File: src/rtl/cache_tag_pkg.sv
// Shared types and sizing for the cache tag SRAM controller.
// No logic; purely declarations.
// Word layout: [21] valid, [20] dirty, [19:0] tag.
package cache_tag_pkg;

    localparam int SETS    = 32;
    localparam int INDEX_W = 5;
    localparam int TAG_W   = 20;
    localparam int DATA_W  = TAG_W + 2;

    typedef struct packed {
        logic             valid;
        logic             dirty;
        logic [TAG_W-1:0] tag;
    } tag_entry_t;

    typedef enum logic [1:0] {
        INIT,
        IDLE,
        LOOKUP
    } state_t;

endpackage

File: src/rtl/cache_tag_ctrl.sv
// Cache tag SRAM initiator: invalidation sweep after reset, then tag lookups and fills.
// Latency: fill is one cycle; a lookup result is visible two cycles after the request cycle.
// Backpressure: req_ready drops while a result is held unconsumed; at most one result is buffered.
module cache_tag_ctrl
    import cache_tag_pkg::*;
(
    input  logic               clk,
    input  logic               rst_n,
    input  logic               req_valid,
    output logic               req_ready,
    input  logic               req_we,
    input  logic [INDEX_W-1:0] req_set,
    input  logic [TAG_W-1:0]   req_tag,
    input  logic               req_dirty,
    output logic               rsp_valid,
    input  logic               rsp_ready,
    output logic               rsp_hit,
    output logic               rsp_dirty,
    output logic [TAG_W-1:0]   rsp_tag,
    output logic               init_done,
    output logic               sram_csb,
    output logic               sram_web,
    output logic [INDEX_W-1:0] sram_addr,
    output logic [DATA_W-1:0]  sram_din,
    input  logic [DATA_W-1:0]  sram_dout
);

    state_t             r_state;
    state_t             w_state_nxt;
    logic [INDEX_W-1:0] r_cnt;
    logic [TAG_W-1:0]   r_cmp_tag;
    logic               r_rsp_valid;
    logic               r_rsp_hit;
    logic               r_rsp_dirty;
    logic [TAG_W-1:0]   r_rsp_tag;
    logic               r_init_done;
    logic               w_req_ready;
    logic               w_accept;
    logic               w_sweep_last;
    tag_entry_t         w_rd_entry;
    tag_entry_t         w_wr_entry;

    assign w_sweep_last = (r_cnt == INDEX_W'(SETS - 1));
    assign w_accept     = req_valid && w_req_ready;
    // The macro presents the word addressed on the previous edge.
    assign w_rd_entry   = sram_dout;

    // State register.
    always_ff @(posedge clk) begin
        if (!rst_n) begin
            r_state <= INIT;
        end else begin
            r_state <= w_state_nxt;
        end
    end

    // Next-state: sweep all sets, then idle; a lookup spends one cycle waiting on the macro.
    always_comb begin
        w_state_nxt = r_state;
        case (r_state)
            INIT:    if (w_sweep_last) w_state_nxt = IDLE;
            IDLE:    if (w_accept && !req_we) w_state_nxt = LOOKUP;
            LOOKUP:  w_state_nxt = IDLE;
            default: w_state_nxt = INIT;
        endcase
    end

    // Outputs: request ready and combinational SRAM drive; macro deselected unless accessing.
    always_comb begin
        w_req_ready = 1'b0;
        sram_csb    = 1'b1;
        sram_web    = 1'b1;
        sram_addr   = '0;
        w_wr_entry  = '0;
        case (r_state)
            INIT: begin
                sram_csb  = 1'b0;
                sram_web  = 1'b0;
                sram_addr = r_cnt;
            end
            IDLE: begin
                // A lookup may only start when the single result slot is (or is becoming) free.
                w_req_ready = !r_rsp_valid || rsp_ready;
                if (req_valid && w_req_ready) begin
                    sram_csb  = 1'b0;
                    sram_web  = !req_we;
                    sram_addr = req_set;
                    if (req_we) begin
                        w_wr_entry.valid = 1'b1;
                        w_wr_entry.dirty = req_dirty;
                        w_wr_entry.tag   = req_tag;
                    end
                end
            end
            default: ;
        endcase
        // Keep the macro quiet while reset is held, whatever the state register says.
        if (!rst_n) begin
            sram_csb = 1'b1;
            sram_web = 1'b1;
        end
    end

    assign sram_din = w_wr_entry;

    // Datapath: sweep counter, compare tag capture, response slot and init flag.
    always_ff @(posedge clk) begin
        if (!rst_n) begin
            r_cnt       <= '0;
            r_cmp_tag   <= '0;
            r_rsp_valid <= 1'b0;
            r_rsp_hit   <= 1'b0;
            r_rsp_dirty <= 1'b0;
            r_rsp_tag   <= '0;
            r_init_done <= 1'b0;
        end else begin
            if (r_state == INIT) begin
                r_cnt <= r_cnt + 1'b1;
                if (w_sweep_last) r_init_done <= 1'b1;
            end
            if (r_state == IDLE && w_accept && !req_we) begin
                r_cmp_tag <= req_tag;
            end
            if (r_state == LOOKUP) begin
                r_rsp_valid <= 1'b1;
                r_rsp_hit   <= w_rd_entry.valid && (w_rd_entry.tag == r_cmp_tag);
                r_rsp_dirty <= w_rd_entry.dirty;
                r_rsp_tag   <= w_rd_entry.tag;
            end else if (r_rsp_valid && rsp_ready) begin
                r_rsp_valid <= 1'b0;
            end
        end
    end

    assign req_ready = w_req_ready;
    assign rsp_valid = r_rsp_valid;
    assign rsp_hit   = r_rsp_hit;
    assign rsp_dirty = r_rsp_dirty;
    assign rsp_tag   = r_rsp_tag;
    assign init_done = r_init_done;

endmodule
File: config.mk
export PLATFORM = sky130hd
export DESIGN_NAME = cache_tag_ctrl
export DESIGN_NICKNAME = d
export VERILOG_FILES = /design/src/rtl/cache_tag_pkg.sv /design/src/rtl/cache_tag_ctrl.sv
export SDC_FILE = /design/constraint.sdc
export NUM_CORES = 1
export LEC_CHECK = 0
export CAP_MARGIN = 20
export CORE_ASPECT_RATIO = 1.1
export CORE_MARGIN = 10
export CORE_UTILIZATION = 45
export DETAILED_ROUTE_END_ITERATION = 12
export HOLD_SLACK_MARGIN = 0.03
export PLACE_DENSITY = 0.82
export SETUP_SLACK_MARGIN = 0.3
export SLEW_MARGIN = 20
export SYNTH_ARGS = -nofsm -noshare
export SYNTH_HDL_FRONTEND = slang
export SYNTH_SLANG_ARGS = --single-unit
File: constraint.sdc
create_clock -name clk -period 2.63 [get_ports clk]
set_input_delay 0.263 -clock clk [delete_from_list [all_inputs] [get_ports clk]]
set_output_delay 0.263 -clock clk [all_outputs]
set_load 0.01 [all_outputs]
# Yosys cells after proc, flatten, opt, wreduce, memory -nomap -nowiden
# Index checks and enable logic that the tools add are counted.
# Widths: inputs -> output; s select.
[totals] register_bits=51
[classes] n_mux=17 n_eq_ne=6 add_sub_neg=1 n_reduce_logical=14
[ops] op="$mux 22" n=3
[ops] op="$eq 20x20->1" n=1
[ops] op="$pmux 5 s2" n=1
[ops] op="$logic_and 1x1->1" n=7
[ops] op="$mux 1" n=7
[ops] op="$pmux 2 s3" n=1
[ops] op="$add 5x1->5 const B" n=1
[ops] op="$eq 5x5->1 const B" n=1
[ops] op="$mux 5" n=1
[ops] op="$mux 2" n=2
[ops] op="$ne 2x2->1 const B" n=2
[ops] op="$pmux 1 s2" n=2
[ops] op="$reduce_and 2->1" n=2
[ops] op="$eq 2x1->1 const B" n=1
[ops] op="$eq 2x2->1 const B" n=1
[ops] op="$logic_not 1->1" n=2
[ops] op="$logic_not 2->1" n=1
[ops] op="$reduce_bool 2->1" n=1
[ops] op="$logic_or 1x1->1" n=1

# Longest topological paths before layout
# Gate-level depths: netlist (run 1).
[logic_depth] word_depth=7 depth_mapped=6 depth_no_buf=6

# Worst setup path before layout (run 1)
# No wires, ideal clock.
[synth_timing] path_type="flip-flop to output port" from="reg r_rsp_valid (netlist: rsp_valid)" to="out sram_din[10]" required_time_ns=2.367 arrival_ns=1.266 n_path_buf=1 stages_incl_launch_ff=5 setup_slack_ns=1.101 path_cell_list="dfxtp_1 nor2b_1 nor3_2 clkbuf_1 and3_1"
[synth_via] elab_chain_len=5
[synth_lines] item="start: declaration" line_no="cache_tag_ctrl.sv:32" rtl="logic r_rsp_valid;"
[synth_lines] item="start signal: assignment" line_no="cache_tag_ctrl.sv:111" rtl="r_rsp_valid <= 1'b0;"
[synth_lines] item="start signal: assignment" line_no="cache_tag_ctrl.sv:125" rtl="r_rsp_valid <= 1'b1;"
[synth_lines] item="start signal: assignment" line_no="cache_tag_ctrl.sv:130" rtl="r_rsp_valid <= 1'b0;"
[synth_lines] item="$logic_not 1->1" line_no="cache_tag_ctrl.sv:83" rtl="w_req_ready = !r_rsp_valid || rsp_ready;"
[synth_lines] item="$logic_or 1x1->1" line_no="cache_tag_ctrl.sv:83"
[synth_lines] item="$logic_and 1x1->1" line_no="cache_tag_ctrl.sv:84" rtl="if (req_valid && w_req_ready) begin"
[synth_lines] item="$mux 22" line_no="cache_tag_ctrl.sv:84"
[synth_lines] item="$mux 22" line_no="cache_tag_ctrl.sv:75" rtl="case (r_state)"
[synth_lines] item="end: declaration" line_no="cache_tag_ctrl.sv:24" rtl="output logic [DATA_W-1:0] sram_din,"
# Every way passes these cells.

# Final worst setup path (run 1)
[layout_timing] from="in req_valid" to="out sram_din[7]"
[layout_via] elab_chain_len=3
[layout_lines] item="start: declaration" line_no="cache_tag_ctrl.sv:9" rtl="input logic req_valid,"
[layout_lines] item="$logic_and 1x1->1" line_no="cache_tag_ctrl.sv:84"
[layout_lines] item="$mux 22" line_no="cache_tag_ctrl.sv:84"
[layout_lines] item="$mux 22" line_no="cache_tag_ctrl.sv:75"
# Every way passes these cells.

==> results.md, run 1 <==
* CTS Root Cell: clkbuf_8
* R2r worst-path depth at 5
* Status: finished, final reports clean
* Post-synthesis cell type count at 30
* CTS tree: built
* Num CTS Buffers at 5
* Crit path required time at 2.37 ns
* Post-CTS setup buffer count at 0
* Clock Latency Late Sink at 0.30 ns
* Post-synth ARST share at 0%
* Max-cap violations at 0
* Synthesis Warnings at 0
* Post-Syn Instances at 263
* Setup violations, final at 0
* Via density at 4.923
* Max frequency at 449.2 MHz
* Vias in the first global route at 2,208
* RSZ-0062 raised after global routing: no
* Largest cells by area after synthesis: dfxtp_1, mux2i_1, a21boi_0
* ANT nets after route at 0
* Leakage at 1.339 nW
* Core area at 5101 um2
* Initial antenna violation count at 0
* Row count at 27
* Area share of the largest cell type after synthesis at 42.48%
* Largest net degree at the start of global routing at 53
* Pre-Repair DR Iteration Count at 4
* Finished Layout Cells at 442
* Nets@finish at 424
* Crit. End Element: output port
* Chip height at 96.65 um
* Crit share post-route at 84.65%
* Critical R2R Launch: rsp_valid
* Register area share after synthesis at 42.48%
* Slew HR at 68.74%
* Clock-pin slew on the worst setup and hold paths at 0.09 ns
* Inst Count DP at 434
* Chip width at 89.68 um
* Reg-to-reg setup timing slack at 1.07 ns
* Logic pwr share at 11.2%
* Initial Utilization at 47.12%
* Hold_sp: rsp_tag[18]
* Avg WL per Cell at 16.26 um
* Setup TNS at 0 ns
* Clock Power Share at 34.2%
* Total Routing Usage GR at 16.13%
* Layout area overhead at 52.37%
* Sequential power share at 54.5%
* First-pass GRT wire length at 11,380 um
* Hold Path Class: flip-flop to flip-flop
* Register bit total from synthesis at 51
* DRC marker count from the first detailed-route iteration at 110
* I/O pin total at 107
* Int Power at 0.001121 W
* Die area at 8668 um2
* Antenna fix cells at 0
* Switch share at 21.65%
* Total nets after synthesis at 318
* Maximum root-to-sink buffer count at 2
* Placed wire-length estimate at 5464 um
* Max FO, Critical Path at 10
* Commonest non-fill, non-tap cell in the layout: clkdlybuf4s50_1
* DRC violations left at 0
* H-tree level count at 2
* Final Max Slew Viols at 0
* P_sw at 0.0003098 W
* Pwr dens at 390.7 nW/um2
* Crit Path Category: primary input to output port
* Most frequent cells in the layout: clkdlybuf4s50_1, dfxtp_1, nand2_1
* Critical Path AT at 1.96 ns
* Slew @ Worst Pin at 0.4683 ns
* Number of synthesized flops with an enable pin at 0
* Total Routed Length at 7187 um
* Post-route minimum period at 2.226 ns
* Overflow after GRT at 0
* Share of cells above drive strength 1 at 5.946%
* Post-synth top flop: dfxtp_1
* PortBufs at 106
* Per-instance average area after synthesis at 9.139 um2
* Hold Path Depth at 2
* CTS Sinks at 51
* Synthesized area at 2404 um2
* Yosys top cell by area: dfxtp_1
* VDD IR max at 344.2 uV
* Hold Path End: rsp_tag[18]
* GPL Wtd Cong at 0.7845
* Clock skew at 0.005848 ns
* Reg2Reg Capture Point: r_cmp_tag[14]
* Startpoint type of the worst setup path: primary input
* Endpoints failing hold at 0
* Vias at 2,176
[layer usage]
layer  track usage (%)  wire length, um
met1             19.66             3091
met2             26.28             3386
met3             6.030              659
met4             2.920               49
met5                 0                0
[sequential cells by signal, indices dropped and copies added (netlist names)]
register / flops
init_done: 1
rsp_valid: 1
rsp_dirty: 1
rsp_tag: 20
r_state: 2
rsp_hit: 1
r_cmp_tag: 20
r_cnt: 5
[power by group through the flow]
stage | sequential (W) | clock, W | combinational, W
6_report | 0.000780 | 0.000490 | 0.000161
5_1_grt | 0.000781 | 0.000539 | 0.000174
4_1_cts | 0.000780 | 0.000501 | 0.000162
3_5_place_dp | 0.000798 | 0 | 0.000161
3_3_place_gp | 0.000798 | 0 | 0.000160
2_1_floorplan | 0.000797 | 0 | 0.0000470
[synth_stat cells, types with 4 or more instances]
cell type,number
a22o_1,5
mux2i_1,20
and2_1,6
xnor2_1,6
a21boi_0,23
nor2_1,4
nand2_1,45
dfxtp_1,51
xor2_1,17
and3_1,22
nor2b_1,22
clkbuf_1,13
[worst max path at each step]
stage,from,cells past startpoint,to,slack (ns)
6_report,req_valid,6,sram_din[7],0.40
5_1_grt,r_state[1],5,sram_din[1],0.32
4_1_cts,r_state[1],5,sram_din[15],0.35
3_5_place_dp,rsp_ready,6,sram_din[15],0.30
3_3_place_gp,rsp_ready,6,sram_din[10],0.39
2_1_floorplan,rsp_valid,4,sram_din[10],1.10
[critical path, stage by stage]
cell	delay, ns
clkdlybuf4s50_1	0.45
inv_1	0.10
nor3_4	0.24
buf_4	0.20
and3_1	0.17
clkdlybuf4s50_1	0.55
[metrics by stage]
step                      hold WS [ns]  util [%]  power (W)  setup WS, ns  cell area, um2
final                           0.4656     71.79   0.001431        0.4037            3662
after global placement          0.4491     69.56  0.0009579        0.3853            3548
after global routing            0.5020     71.79   0.001494        0.3237            3662
after detailed placement        0.4565     69.56  0.0009593        0.3020            3548
after CTS                       0.4692     71.60   0.001443        0.3527            3652
after floorplan                 0.4079         -  0.0008441         1.101            2404
[final cells by class]
cell class | count | area [um2]
flip-flops and latches | 51 | 1022
repair buffers | 115 | 1132
clock buffers | 8 | 100.1
fillers | 423 | 1439
inverters | 2 | 7.507
well taps | 72 | 90.09
multi-input cells | 194 | 1310
[cell families (layout without fill, tap and decap cells)]
logic type	count (synthesis)	in the layout	share of synthesized area [%]
AO/OA/AOI/OAI	36	36	11.09
AND/OR/NAND/NOR	113	113	25.19
flip-flops	51	51	42.48
buffers and inverters	18	125	3.488
adder cells (fa/ha/maj)	2	2	1.041
multiplexers	20	20	8.329
XOR/XNOR	23	23	8.381
[what timing repair did]
item                       4_1_cts  5_1_grt
gates resized for setup          2        2
setup endpoints to repair       11       16
hold buffers                     0        0
No activity file was read; power rests on OpenSTA's default activity.
==> run 2: changes to the inputs <==
--- a/config.mk
+++ b/config.mk
@@ -8,10 +8,10 @@
 export CAP_MARGIN = 20
 export CORE_ASPECT_RATIO = 1.1
 export CORE_MARGIN = 10
-export CORE_UTILIZATION = 45
+export CORE_UTILIZATION = 42
 export DETAILED_ROUTE_END_ITERATION = 12
 export HOLD_SLACK_MARGIN = 0.03
-export PLACE_DENSITY = 0.82
+export PLACE_DENSITY = 0.77
 export SETUP_SLACK_MARGIN = 0.3
 export SLEW_MARGIN = 20
 export SYNTH_ARGS = -nofsm -noshare
==> constraint.sdc (replaced) <==
create_clock -name clk -period 2.1 [get_ports clk]
set_input_delay 0.21 -clock clk [delete_from_list [all_inputs] [get_ports clk]]
set_output_delay 0.21 -clock clk [all_outputs]
set_load 0.01 [all_outputs]
==> run 2 against run 1 <==
Against the previous run: largest cell class unchanged; clock power grew 47%; register-to-register slack lost 0.53 ns; non-clock buffer count grew 11; clock skew grew 0.0026 ns.
==> results.md, run 2 (synthesis gave the netlist of run 1 again) <==
* R2r worst-path depth at 6
* Reg2Reg Capture Point: r_cmp_tag[6]
* ANT nets after route at 0
* Initial Utilization at 43.98%
* RSZ-0062 raised after global routing: yes
* VDD IR max at 376.5 uV
* Hold Path End: rsp_dirty
* Final Max Slew Viols at 0
* CTS Sinks at 51
* First-pass GRT wire length at 12,680 um
* Nets@finish at 435
* Clock-pin slew on the worst setup and hold paths at 0.09 ns
* Slew HR at 71.28%
* Via density at 4.919
* Maximum root-to-sink buffer count at 2
* Share of cells above drive strength 1 at 18.90%
* Leakage at 1.464 nW
* DP Area at 3595 um2
* Slew @ Worst Pin at 0.4308 ns
* Most frequent cells in the layout: clkdlybuf4s50_1, dfxtp_1, nand2_1
* Register area at 1023 um2
* WHS at 0.4508 ns
* Layout area overhead at 57.26%
* Avg WL per Cell at 17.10 um
* Area of the multi-input gates at 1360 um2
* PortBufs at 106
* Chip height at 99.34 um
* GPL Wtd Cong at 0.8136
* Antenna fix cells at 0
* Commonest non-fill, non-tap cell in the layout: clkdlybuf4s50_1
* DRC violations left at 0
* Inst Count DP at 441
* Clock skew at 0.008490 ns
* CTS Root Cell: clkbuf_8
* Critical R2R Launch: rsp_valid
* Placed wire-length estimate at 5668 um
* Chip width at 92.13 um
* CTS tree: built
* Finished Layout Cells at 456
* DRC marker count from the first detailed-route iteration at 127
* Endpoints failing hold at 0
* Initial antenna violation count at 0
* Startpoint type of the worst setup path: primary input
* Setup violations, final at 0
* # fillers at 477
* Crit. End Element: output port
* Reg-to-reg setup timing slack at 0.54 ns
* Critical Path AT at 1.62 ns
* Largest net degree at the start of global routing at 53
* Status: finished, final reports clean
* Row count at 28
* Post-route minimum period at 1.831 ns
* Max frequency at 546.1 MHz
* Hold Path Depth at 3
* H-tree level count at 2
* Num CTS Buffers at 5
* Core area at 5465 um2
* Vias in the first global route at 2,370
* Max FO, Critical Path at 6
* Post-route cell area at 3780 um2
* Vias at 2,243
* I/O pin total at 107
* Hold Path Class: primary input to flip-flop
* Crit share post-route at 87.19%
* Die area at 9152 um2
* Crit path required time at 1.89 ns
* Total Routing Usage GR at 16.98%
* Total Routed Length at 7799 um
* Overflow after GRT at 0
* Clock Latency Late Sink at 0.31 ns
* Max-cap violations at 0
* Hold_sp: sram_dout[20]
* Crit Path Category: primary input to output port
* Pre-Repair DR Iteration Count at 4
* Pwr dens at 502.0 nW/um2
run 2: cell count changes in the layout (fill, tap and decap cells not counted), sizes merged:
cell / change
buf: +34
clkdlybuf4s50: -30
dlygate4sd2: +3
clkbuf: +2
bufinv: +1
clkinv: +1
run 2: what timing repair did:
action | CTS | global route
hold buffers | 0 | 0
resized for setup | 116 | 28
buffers inserted | 5 | 0
pin swaps | 1 | 5
cloned | 2 | 0
endpoints found under the setup margin | 30 | 27
run 2: power by group:
group / leakage (nW) / internal, W / switching (W)
Sequential: 0.412 / 0.000971 / 0.00000589
Combinational: 0.991 / 0.000128 / 0.0000743
Clock: 0.0612 / 0.000386 / 0.000332
run 2: layout make-up:
class	count	share of cell area (%)
Timing Repair Buffer	126	31.15
Clock buffer	6	2.185
Clock inverter	2	0.9268
Tap cell	75	2.483
Sequential cell	51	27.08
Multi-Input combinational cell	194	35.98
Inverter	2	0.1986
run 2: worst max path at each step:
stage | start | end | slack, ns
4_1_cts | r_state[1] | sram_din[20] | 0.19
5_1_grt | rsp_valid | sram_din[17] | 0.21
3_5_place_dp | req_valid | sram_din[20] | -0.01
6_report | rsp_ready | sram_din[6] | 0.27
3_3_place_gp | req_valid | sram_din[9] | 0.008
2_1_floorplan | rsp_valid | sram_din[10] | 0.62
run 2: critical path, cell delays in order:
cell,delay (ns)
clkdlybuf4s50_1,0.51
nor2b_4,0.07
nor3_4,0.20
buf_6,0.13
buf_4,0.10
buf_6,0.11
and3_1,0.15
buf_2,0.13
run 2: stage by stage:
step / power, W / setup TNS (ns) / setup WS, ns / util (%)
global placement: 0.001205 / 0 / 0.008038 / 65.77
floorplan: 0.001057 / 0 / 0.6245 / -
detailed placement: 0.001207 / -0.05059 / -0.01375 / 65.77
CTS: 0.001907 / 0 / 0.1894 / 67.95
finish: 0.001897 / 0 / 0.2690 / 69.16
global route: 0.001973 / 0 / 0.2080 / 69.16
run 2: per-layer routing:
layer / track usage [%] / wire, um
met4: 3.207 / 56
met1: 19.95 / 3308
met5: 0 / 0
met2: 27.66 / 3647
met3: 8.120 / 787
==> patch, RTL diff (flow settings as in run 2) <==
Set the package constant `INDEX_W` to 4 (it was 5).
--- a/src/rtl/cache_tag_pkg.sv
+++ b/src/rtl/cache_tag_pkg.sv
@@ -4,7 +4,7 @@
 package cache_tag_pkg;
 
     localparam int SETS    = 32;
-    localparam int INDEX_W = 5;
+    localparam int INDEX_W = 4;
     localparam int TAG_W   = 20;
     localparam int DATA_W  = TAG_W + 2;
 
Ports: changed (resized req_set and sram_addr); port bits go from 107 to 105. No check against the original RTL was run, so the function may have changed too.
==> patch against run 2 <==
  * Wire length is 4.5% lower
  * Worst setup slack better by 0.067 ns
  * Synthesized area is 2.8% lower
  * Die area is 2.2% lower
  * Global-route usage is 0.80 points lower
  * Sequential cell count is 1 lower
  * Design area is 1.0% lower
  * Total power is 3.1% lower
  * Largest power group unchanged
  * Highest routed layer unchanged
==> patch: results (changes against run 2) <==
----------------------------------------------------
[Setup path]
  Crit path arrival time ... 1.55 ns (-0.07 ns)
  Master of the slowest instance on the critical path ... dfxtp_2
  End point of the critical path ... sram_din[13]
  Endpoint of the most critical register-to-register path ... r_cmp_tag[18]

[GRT]
  GR Util met1 ... 19.46% (-0.49 points)
  Overall routing resource usage ... 16.17% (-0.80 points)
  Number of global-route vias before repair ... 2284 (-3.6%)
  Met2 layer usage reported by global route ... 27.40% (-0.27 points)

[Hold path]
  Hold Path Class ... reg2reg

[Final layout]
  Layout filler cell count ... 475 (-0.42%)
  Fraction of layout cells with a size suffix above 1 ... 19.89% (+0.99 points)
  Non-Clock Buffer Area Fraction ... 31.71% (+0.56 points)
  Nets@finish ... 424 (-2.5%)
  Non-clock buffers ... 124 (-1.6%)
  Multi-input combinational cell area ... 0.001331 mm2 (-2.1%)
  Clock buf/inv share ... 3.010% (-0.10 points)
  Clkbuf count ... 5 (-1)

[Timing]
  Final clock period utilization by the worst path ... 83.98% (-3.2 points)
  Final Skew ... 0.008396 ns (-0.00009393 ns)
  Transition time of the tightest slew-check pin ... 0.4233 ns (-0.007454 ns)

[Placement]
  Worst slack at placement ... -0.04786 ns (-0.03411 ns)
  Placer congestion estimate ... 0.7987 (-1.8%)
  Number of buffers added on ports ... 104 (-1.9%)
  Post-detail-place hpwl ... 5.552 mm (-2.0%)
  Placed inst area ... 0.003525 mm2 (-1.9%)

[Power and ir drop]
  Net switching share of the total power ... 21.99% (+0.27 points)
  Total power of the final layout ... 1.839 mW (-3.1%)
  Peak VDD IR ... 0.3913 mV (+3.9%)
  Leakage dissipation ... 1.437 nW (-1.9%)
  Combinational share of power ... 11.0% (+0.3 points)

[Yosys]
  Post-synth net total ... 308 (-3.1%)
  Mean cell area of the mapped netlist ... 9.161 um2 (+0.24%)
  Ranking of synthesized cells by instance count ... dfxtp_1 (50), nand2_1 (44), a21boi_0 (22), nor2b_1 (22), and3_1 (21)
  Ranking of synthesized cells by area ... dfxtp_1 (43%), mux2i_1 (8.6%), a21boi_0 (7.1%), nand2_1 (7.1%), xor2_1 (6.4%)

[Detailed routing]
  Post-Route M1 WL ... 3.261 mm (-1.4%)
  Routed vias ... 2170 (-3.3%)
  Met2 Routed Length ... 3.787 mm (+3.8%)
  Met3 Routed Length ... 376 um (-52%)

[Outcome]
  Run status ... finished clean

----------------------------------------------------
patch: worst min-delay path by stage:
| stage | startpoint | to | slack [ns] | cells after the start |
|---|---|---|---|---|
| after floorplan | sram_dout[0] | rsp_tag[0] | 0.35 | 2 |
| final | rsp_dirty | rsp_dirty | 0.46 | 2 |
| after CTS | sram_dout[20] | rsp_dirty | 0.46 | 3 |
| after detailed placement | rsp_dirty | rsp_dirty | 0.46 | 2 |
| after global placement | rsp_tag[5] | rsp_tag[5] | 0.45 | 2 |
| after global routing | sram_dout[20] | rsp_dirty | 0.47 | 3 |
patch: logic make-up after synthesis:
family,Yosys count,synth area share [%]
fa+ha+maj,1,0.5355
mux,20,8.570
compound gates,34,10.93
flops,50,42.85
buf+inv,17,3.375
xor+xnor,23,8.623
simple gates,110,25.12
patch: repair_timing:
action,in CTS,in global routing
setup buffers,4,2
resized for setup,116,34
cloned,1,0
endpoints found under the hold margin,0,0
pin swaps,1,2
endpoints found under the setup margin,29,26
